--- src/rtl/bus_pkg.sv ---
// Shared definitions for the parallel-bus master engine: state encoding,
// slave-id width and the one-hot slave select helper.
package bus_pkg;

   localparam int unsigned BUS_MAX_SLAVES = 4;
   localparam int unsigned BUS_SLAVE_W    = $clog2(BUS_MAX_SLAVES);

   typedef enum logic [2:0] {
      IDLE      = 3'd0,
      WRITE     = 3'd1,
      READ_REQ  = 3'd2,
      READ_WAIT = 3'd3,
      RESP      = 3'd4
   } bus_mst_state_e;

   function automatic logic [BUS_MAX_SLAVES-1:0] onehot_sel(input logic [BUS_SLAVE_W-1:0] id);
      logic [BUS_MAX_SLAVES-1:0] sel;
      sel     = '0;
      sel[id] = 1'b1;
      return sel;
   endfunction

endpackage

--- src/rtl/bus_master_ctrl.sv ---
// Command-driven bus master: turns valid/ready commands into one-hot
// selected bus transfers and returns exactly one response per command.
module bus_master_ctrl
   import bus_pkg::*;
#(
   parameter int unsigned ADDR_WIDTH       = 3,
   parameter int unsigned DATA_WIDTH       = 8,
   parameter int unsigned MAX_NO_OF_SLAVES = BUS_MAX_SLAVES,
   parameter int unsigned NO_OF_SLAVES     = 2,
   parameter int unsigned RD_LATENCY       = 1
) (
   input  logic                                clk,
   input  logic                                rst,
   input  logic                                cmd_valid,
   output logic                                cmd_ready,
   input  logic                                cmd_write,
   input  logic [$clog2(MAX_NO_OF_SLAVES)-1:0] cmd_slave,
   input  logic [ADDR_WIDTH-1:0]               cmd_addr,
   input  logic [DATA_WIDTH-1:0]               cmd_wdata,
   output logic                                rsp_valid,
   input  logic                                rsp_ready,
   output logic                                rsp_err,
   output logic [DATA_WIDTH-1:0]               rsp_rdata,
   output logic [ADDR_WIDTH-1:0]               addr,
   output logic                                rd,
   output logic                                wr,
   output logic [MAX_NO_OF_SLAVES-1:0]         en,
   output logic [DATA_WIDTH-1:0]               wdata,
   input  logic [DATA_WIDTH-1:0]               m_rdata
);

   localparam int unsigned CNT_W = 3;

   bus_mst_state_e              state, state_n;
   logic [CNT_W-1:0]            cnt, cnt_n;
   logic                        cmd_ready_n, rsp_valid_n, rsp_err_n;
   logic [DATA_WIDTH-1:0]       rsp_rdata_n, wdata_n;
   logic [ADDR_WIDTH-1:0]       addr_n;
   logic                        rd_n, wr_n;
   logic [MAX_NO_OF_SLAVES-1:0] en_n, sel_cmd;
   logic                        slave_bad;

   assign sel_cmd   = MAX_NO_OF_SLAVES'(onehot_sel(BUS_SLAVE_W'(cmd_slave)));
   assign slave_bad = 32'(cmd_slave) >= NO_OF_SLAVES;

   // Next-state and next-output logic; the bus registers double as the command latch.
   always_comb begin
      state_n     = state;
      cnt_n       = cnt;
      cmd_ready_n = 1'b0;
      rsp_valid_n = rsp_valid;
      rsp_err_n   = rsp_err;
      rsp_rdata_n = rsp_rdata;
      addr_n      = '0;
      rd_n        = 1'b0;
      wr_n        = 1'b0;
      en_n        = '0;
      wdata_n     = '0;

      case (state)
         IDLE: begin
            cmd_ready_n = 1'b1;
            if (cmd_valid && cmd_ready) begin
               cmd_ready_n = 1'b0;
               if (slave_bad) begin
                  state_n     = RESP;
                  rsp_valid_n = 1'b1;
                  rsp_err_n   = 1'b1;
                  rsp_rdata_n = '0;
               end else if (cmd_write) begin
                  state_n = WRITE;
                  wr_n    = 1'b1;
                  en_n    = sel_cmd;
                  addr_n  = cmd_addr;
                  wdata_n = cmd_wdata;
               end else begin
                  state_n = READ_REQ;
                  rd_n    = 1'b1;
                  en_n    = sel_cmd;
                  addr_n  = cmd_addr;
               end
            end
         end
         WRITE: begin
            state_n     = RESP;
            rsp_valid_n = 1'b1;
            rsp_err_n   = 1'b0;
            rsp_rdata_n = '0;
         end
         READ_REQ: begin
            state_n = READ_WAIT;
            en_n    = en;
            addr_n  = addr;
            cnt_n   = CNT_W'(RD_LATENCY);
         end
         READ_WAIT: begin
            // Keep the slave selected until its data is captured.
            en_n   = en;
            addr_n = addr;
            if (cnt == CNT_W'(1)) begin
               state_n     = RESP;
               rsp_valid_n = 1'b1;
               rsp_err_n   = 1'b0;
               rsp_rdata_n = m_rdata;
               en_n        = '0;
               addr_n      = '0;
            end else begin
               cnt_n = cnt - CNT_W'(1);
            end
         end
         RESP: begin
            if (rsp_ready) begin
               state_n     = IDLE;
               cmd_ready_n = 1'b1;
               rsp_valid_n = 1'b0;
               rsp_err_n   = 1'b0;
               rsp_rdata_n = '0;
            end
         end
         default: state_n = IDLE;
      endcase
   end

   // State, counter and registered outputs.
   always_ff @(posedge clk) begin
      if (rst) begin
         state     <= IDLE;
         cnt       <= '0;
         cmd_ready <= 1'b0;
         rsp_valid <= 1'b0;
         rsp_err   <= 1'b0;
         rsp_rdata <= '0;
         addr      <= '0;
         rd        <= 1'b0;
         wr        <= 1'b0;
         en        <= '0;
         wdata     <= '0;
      end else begin
         state     <= state_n;
         cnt       <= cnt_n;
         cmd_ready <= cmd_ready_n;
         rsp_valid <= rsp_valid_n;
         rsp_err   <= rsp_err_n;
         rsp_rdata <= rsp_rdata_n;
         addr      <= addr_n;
         rd        <= rd_n;
         wr        <= wr_n;
         en        <= en_n;
         wdata     <= wdata_n;
      end
   end

endmodule

--- config.mk ---
export PLATFORM = sky130hd
export DESIGN_NAME = bus_master_ctrl
export DESIGN_NICKNAME = d
export VERILOG_FILES = /design/src/rtl/bus_pkg.sv /design/src/rtl/bus_master_ctrl.sv
export SDC_FILE = /design/constraint.sdc
export NUM_CORES = 1
export LEC_CHECK = 0
export BUFFER_PORTS_ARGS = -buffer_cell sky130_fd_sc_hd__buf_4
export CORE_MARGIN = 2
export CORE_UTILIZATION = 41
export CTS_CLUSTER_DIAMETER = 80
export DETAILED_ROUTE_END_ITERATION = 10
export PLACE_DENSITY = 0.74
export SLEW_MARGIN = 20
export SYNTH_ARGS = -nofsm -noshare
export SYNTH_HDL_FRONTEND = slang
export SYNTH_SLANG_ARGS = --single-unit
--- constraint.sdc ---
create_clock -name clk -period 1.3 [get_ports clk]
set_input_delay 0.26 -clock clk [delete_from_list [all_inputs] [get_ports clk]]
set_output_delay 0.26 -clock clk [all_outputs]
set_load 0.05 [all_outputs]
* Word-level counts from Yosys, hierarchy flattened
Cells that the tools add are included.
Storage, ports and cells: flip-flop bits (word level) 34, bits of input ports 26
Operators by class: $add $sub $neg 1, $lt $le $gt $ge 3, eq/ne operators 10, muxes and demuxes 35, bitwise logic cells 4, reductions and logical operators 11
Operators with widths (count):
- 2-to-1 mux 8 bit | 4
- one-hot mux 8 bit (4 select lines) | 1
- 2-to-1 mux 3 bit | 8
- one-hot mux 3 bit (5 select lines) | 1
- 2-to-1 mux 4 bit | 3
- one-hot mux 4 bit (3 select lines) | 1
- 2-to-1 mux 1 bit | 10
- != test 2 bit (second input constant) | 5
- one-hot mux 3 bit (3 select lines) | 1
- one-hot mux 1 bit (4 select lines) | 2
- == test 3 x 1 -> 1 bit (second input constant) | 2
- == test 3 x 2 -> 1 bit (second input constant) | 2
- one-hot mux 3 bit (2 select lines) | 1
- AND reduction 5 bit | 1
- OR reduction 5 bit | 1
- NOT 1 bit | 4
- AND reduction 2 bit | 2
- nonzero test 4 bit | 1
- OR reduction 4 bit | 1
- == test 3 bit (second input constant) | 1
- zero test 3 bit | 1
- < comparator 2 x 3 -> 1 bit (second input constant) | 1
- AND reduction 3 bit | 1
- subtractor 3 x 1 -> 3 bit (second input constant) | 1
- other kinds (7) | 8

* Depth between registers and ports, before layout
depth after elaboration 7, gate-level depth with buffers 6, depth with buffers taken out 6

* Least setup slack after synthesis
OpenSTA, ideal clock, no wires.
path type register to register, start reg cmd_ready, end reg wdata[0], setup time 59 ps, data arrival time 1620 ps, required time 1241 ps, path slack -379 ps, cell stages (with the launch flop) 6, path buffers 1, period minus slack after synthesis 1679 ps, cell sequence dfxtp_1 nand2_1 nor4_4 and3b_1 buf_4 and2_1
Between the ends: cells in the longest elaborated chain, start to end 3
RTL lines:
- start: declaration | RTL line bus_master_ctrl.sv:15 | output logic cmd_ready,
- start signal: assignment | RTL line bus_master_ctrl.sv:141 | cmd_ready <= cmd_ready_n;
- logical AND 1 bit | RTL line bus_master_ctrl.sv:63 | if (cmd_valid && cmd_ready) begin
- NOT 1 bit (no source line)
- OR reduction 5 bit (no source line)
- end signal: assignment | RTL line bus_master_ctrl.sv:149 | wdata <= wdata_n;
- end: declaration | RTL line bus_master_ctrl.sv:28 | output logic [DATA_WIDTH-1:0] wdata,
No other way between the ends. A chain may end at the register's enable or synchronous reset.

* Worst setup path after layout
start reg cnt[1], end reg addr[1]
Between the ends: cells in the longest elaborated chain, start to end 3
RTL lines:
- start: declaration | RTL line bus_master_ctrl.sv:35 | logic [CNT_W-1:0] cnt, cnt_n;
- start signal: assignment | RTL line bus_master_ctrl.sv:140 | cnt <= cnt_n;
- == test 3 x 1 -> 1 bit | RTL line bus_master_ctrl.sv:100 | if (cnt == CNT_W'(1)) begin
- != test 2 bit (no source line)
- AND reduction 2 bit (no source line)
- end signal: assignment | RTL line bus_master_ctrl.sv:145 | addr <= addr_n;
- end: declaration | RTL line bus_master_ctrl.sv:24 | output logic [ADDR_WIDTH-1:0] addr,
No other way between the ends.

==> flow_metrics.env <==
export IMPL_io_pins=54
export IMPL_p_sw_share_pct=28.4
export IMPL_ctsRootBufferMaster="clkbuf_4"
export IMPL_synth_simple_area_share_pct=23.2
export IMPL_netlist_area_sq_um=1260
export IMPL_drt_pass1_iterations=4
export IMPL_crit_path_end_kind="flip-flop"
export IMPL_grt_first_pass_wirelength_microns=5000
export IMPL_cts_path_max_buffers=2
export IMPL_cp_arrival_ns=1.60
export IMPL_ys_types=33
export IMPL_holdWs_ns=0.123
export IMPL_clkTransAtPathRegs_ns=0.11
export IMPL_port_buffers=53
export IMPL_mostFrequentLayoutCells="68 x buf_4, 28 x dfxtp_1, 11 x nor2_1"
export IMPL_syn_to_final_growth_pct=61.0
export IMPL_grt_max_degree=22
export IMPL_setup_worst_path_start_class="flip-flop"
export IMPL_drt_iter0_drc=19
export IMPL_synth_net_count=151
export IMPL_detail_route_antenna_nets=0
export IMPL_synth_edf_count=0
export IMPL_p_int_mw=1.72
export IMPL_violations="setup timing"
export IMPL_hold_buffers=0
export IMPL_num_rows=20
export IMPL_synth_mux_area_fraction_pct=0.794
export IMPL_synth_seq_cells=34
export IMPL_synth_flop_cell="dfxtp_1"
export IMPL_switching_power_uw=682
export IMPL_required_ns=1.52
export IMPL_via_per_inst=5.23
export IMPL_cts_max_level=2
export IMPL_finalHoldViolations=0
export IMPL_fp_coreArea_sq_um=2980
export IMPL_ff2ff_setup_slack_ns=-0.08
export IMPL_synth_yosys_seq_area_share_pct=54.0
export IMPL_p_comb_share_pct=20.9
export IMPL_status="finished, violations left"
export IMPL_vias=1202
export IMPL_netlist_instances=123
export IMPL_clock_sinks=34
export IMPL_synth_compound_area_share_pct=17.1
export IMPL_worst_setup_path_type="flip-flop to flip-flop"
export IMPL_worst_slack_ns=-0.0800
export IMPL_vdd_drop_max_mv=1.23
export IMPL_slew_headroom_pct=69.8
export IMPL_fin_crit_sh_pct=106
export IMPL_die_x_microns=59.4
export IMPL_wire_per_inst_microns=14.0
export IMPL_synth_avg_cell_area_sq_um=10.2
export IMPL_powerDensity_nw_per_um2=1180
export IMPL_fin_nets=224
export IMPL_fin_worst_skew_ns=0.00734
export IMPL_gp_congestion=0.772
export IMPL_seqPwrFrac_pct=46.7
export IMPL_n_antenna_cell=0
export IMPL_worstHoldPathType="primary input to flip-flop"
export IMPL_synthAdderAreaFrac_pct=1.99
export IMPL_yosys_warnings=0
export IMPL_max_cap_violations=0
export IMPL_grt_ovfl_total=0
export IMPL_antenna_found_initial=0
export IMPL_synth_xor_area_share_pct=0
export IMPL_setup_violations=22
export IMPL_mostFrequentLayoutCell="buf_4"
export IMPL_rsz0062_at_grt="true"
export IMPL_post_route_min_period_ns=1.38
export IMPL_clock_latency_ns=0.33
export IMPL_final_util_pct=68.1
export IMPL_die_area_sq_um=3530
export IMPL_clockPowerShare_pct=32.4
export IMPL_fmax_mhz=725
export IMPL_layout_drive_gt1_share_pct=54.8
export IMPL_synth_top_family_by_area="simple AND/OR/NAND/NOR gates"
export IMPL_cp_max_fo=8
export IMPL_grt_pass1_vias=1124
export IMPL_worst_pin_slew_ns=0.451
export IMPL_cts_tree="done"
export IMPL_async_flop_share_pct=0
export IMPL_initial_core_util_pct=42.3
export IMPL_drc=0
export IMPL_cts_made_buffers=5
export IMPL_drt_wl_total_microns=3230
export IMPL_die_h_microns=59.4
export IMPL_dp_hpwl_microns=2280
export IMPL_p_total_mw=2.40
export IMPL_track_usage_pct=19.2
export IMPL_p_leak_nw=0.915
export IMPL_slew_viol_final=0
==> power by group through the flow <==
stage / logic [mW] / clock network (mW) / registers [mW]
floorplan: 0.169 / 0 / 1.22
global placement: 0.420 / 0 / 1.14
detailed placement: 0.434 / 0 / 1.14
CTS: 0.479 / 0.790 / 1.12
global route: 0.533 / 0.838 / 1.13
finish: 0.501 / 0.777 / 1.12
==> repair_timing <==
action | 4_1_cts | 5_1_grt
setup buffers | 3 | 2
pin swaps | 19 | 9
cloned | 1 | 0
setup endpoints to repair | 29 | 28
resized for setup | 17 | 8
==> state kept, by name, summed over array words and instances (netlist names) <==
| register | cells |
|---|---|
| addr | 3 |
| cmd_ready | 1 |
| cnt | 3 |
| en | 4 |
| rd | 1 |
| rsp_err | 1 |
| rsp_rdata | 8 |
| rsp_valid | 1 |
| state | 3 |
| wdata | 8 |
| wr | 1 |
==> synth_stat cells, types with 3 or more instances <==
| master | instances | area share (%) |
|---|---|---|
| dfxtp_1 | 34 | 54 |
| nor2_1 | 11 | 3.3 |
| a22o_1 | 8 | 5.6 |
| and2_1 | 8 | 4.0 |
| a21oi_1 | 7 | 2.8 |
| a22oi_1 | 5 | 3.0 |
| nand2_1 | 5 | 1.5 |
| o21ai_0 | 4 | 1.6 |
| and3b_1 | 3 | 2.1 |
| inv_1 | 3 | 0.89 |
| nand2b_1 | 3 | 1.5 |
| nor2b_1 | 3 | 1.5 |
| nor3_1 | 3 | 1.2 |
==> metal layers <==
layer | vias to the layer above | part of all wire, % | track usage [%] | wire length, microns
met5 | - | 0 | 0 | 0
met4 | 0 | 1.8 | 10.1 | 57
met3 | 6 | 5.0 | 4.15 | 162
met2 | 39 | 50 | 32.7 | 1630
met1 | 570 | 43 | 22.3 | 1380
li1 | 587 | - | - | -
==> final cells by class <==
class	count	area, sq um
Clock buffer	5	37.5
Fill cell	247	950
Timing Repair Buffer	70	542
Multi-Input combinational cell	82	657
Inverter	3	11.3
Tap cell	33	41.3
Clock inverter	3	43.8
Sequential cell	34	696
==> final timing paths <==
kind                                   start   endpoint  cells after the start
worst min register to register     rsp_valid  rsp_valid                      2
worst min-delay path            cmd_wdata[0]   wdata[0]                      2
worst max-delay path                  cnt[1]    addr[1]                      7
worst max register to register        cnt[1]    addr[1]                      7
==> worst max-delay path, cell delays in order (launching register included) <==
cell and delay (ns):
dfxtp_2 0.34, inv_2 0.08, ha_4 0.16, nor2b_2 0.21, a21oi_2 0.07, buf_4 0.16, a22oi_1 0.19, nor2_1 0.06
==> stage by stage <==
step	instances	setup slack [ns]	instance area (sq um)	TNS [ns]
floorplan	123	-0.0723	1310	-0.807
global placement	216	-0.0990	1810	-1.36
detailed placement	216	-0.187	1810	-2.92
CTS	228	-0.0689	1970	-0.947
global route	230	-0.139	2030	-2.59
finish	230	-0.0800	2030	-0.894
==> cells by family (layout without fill, tap and decap cells) <==
group / Yosys count / after routing
multiplexers: 1 / 1
AND/OR/NAND/NOR: 47 / 48
flip-flops: 34 / 34
buffers and inverters: 8 / 81
AO/OA/AOI/OAI: 31 / 31
adder cells (fa/ha/maj): 2 / 2
(Power assumes the default switching activity.)
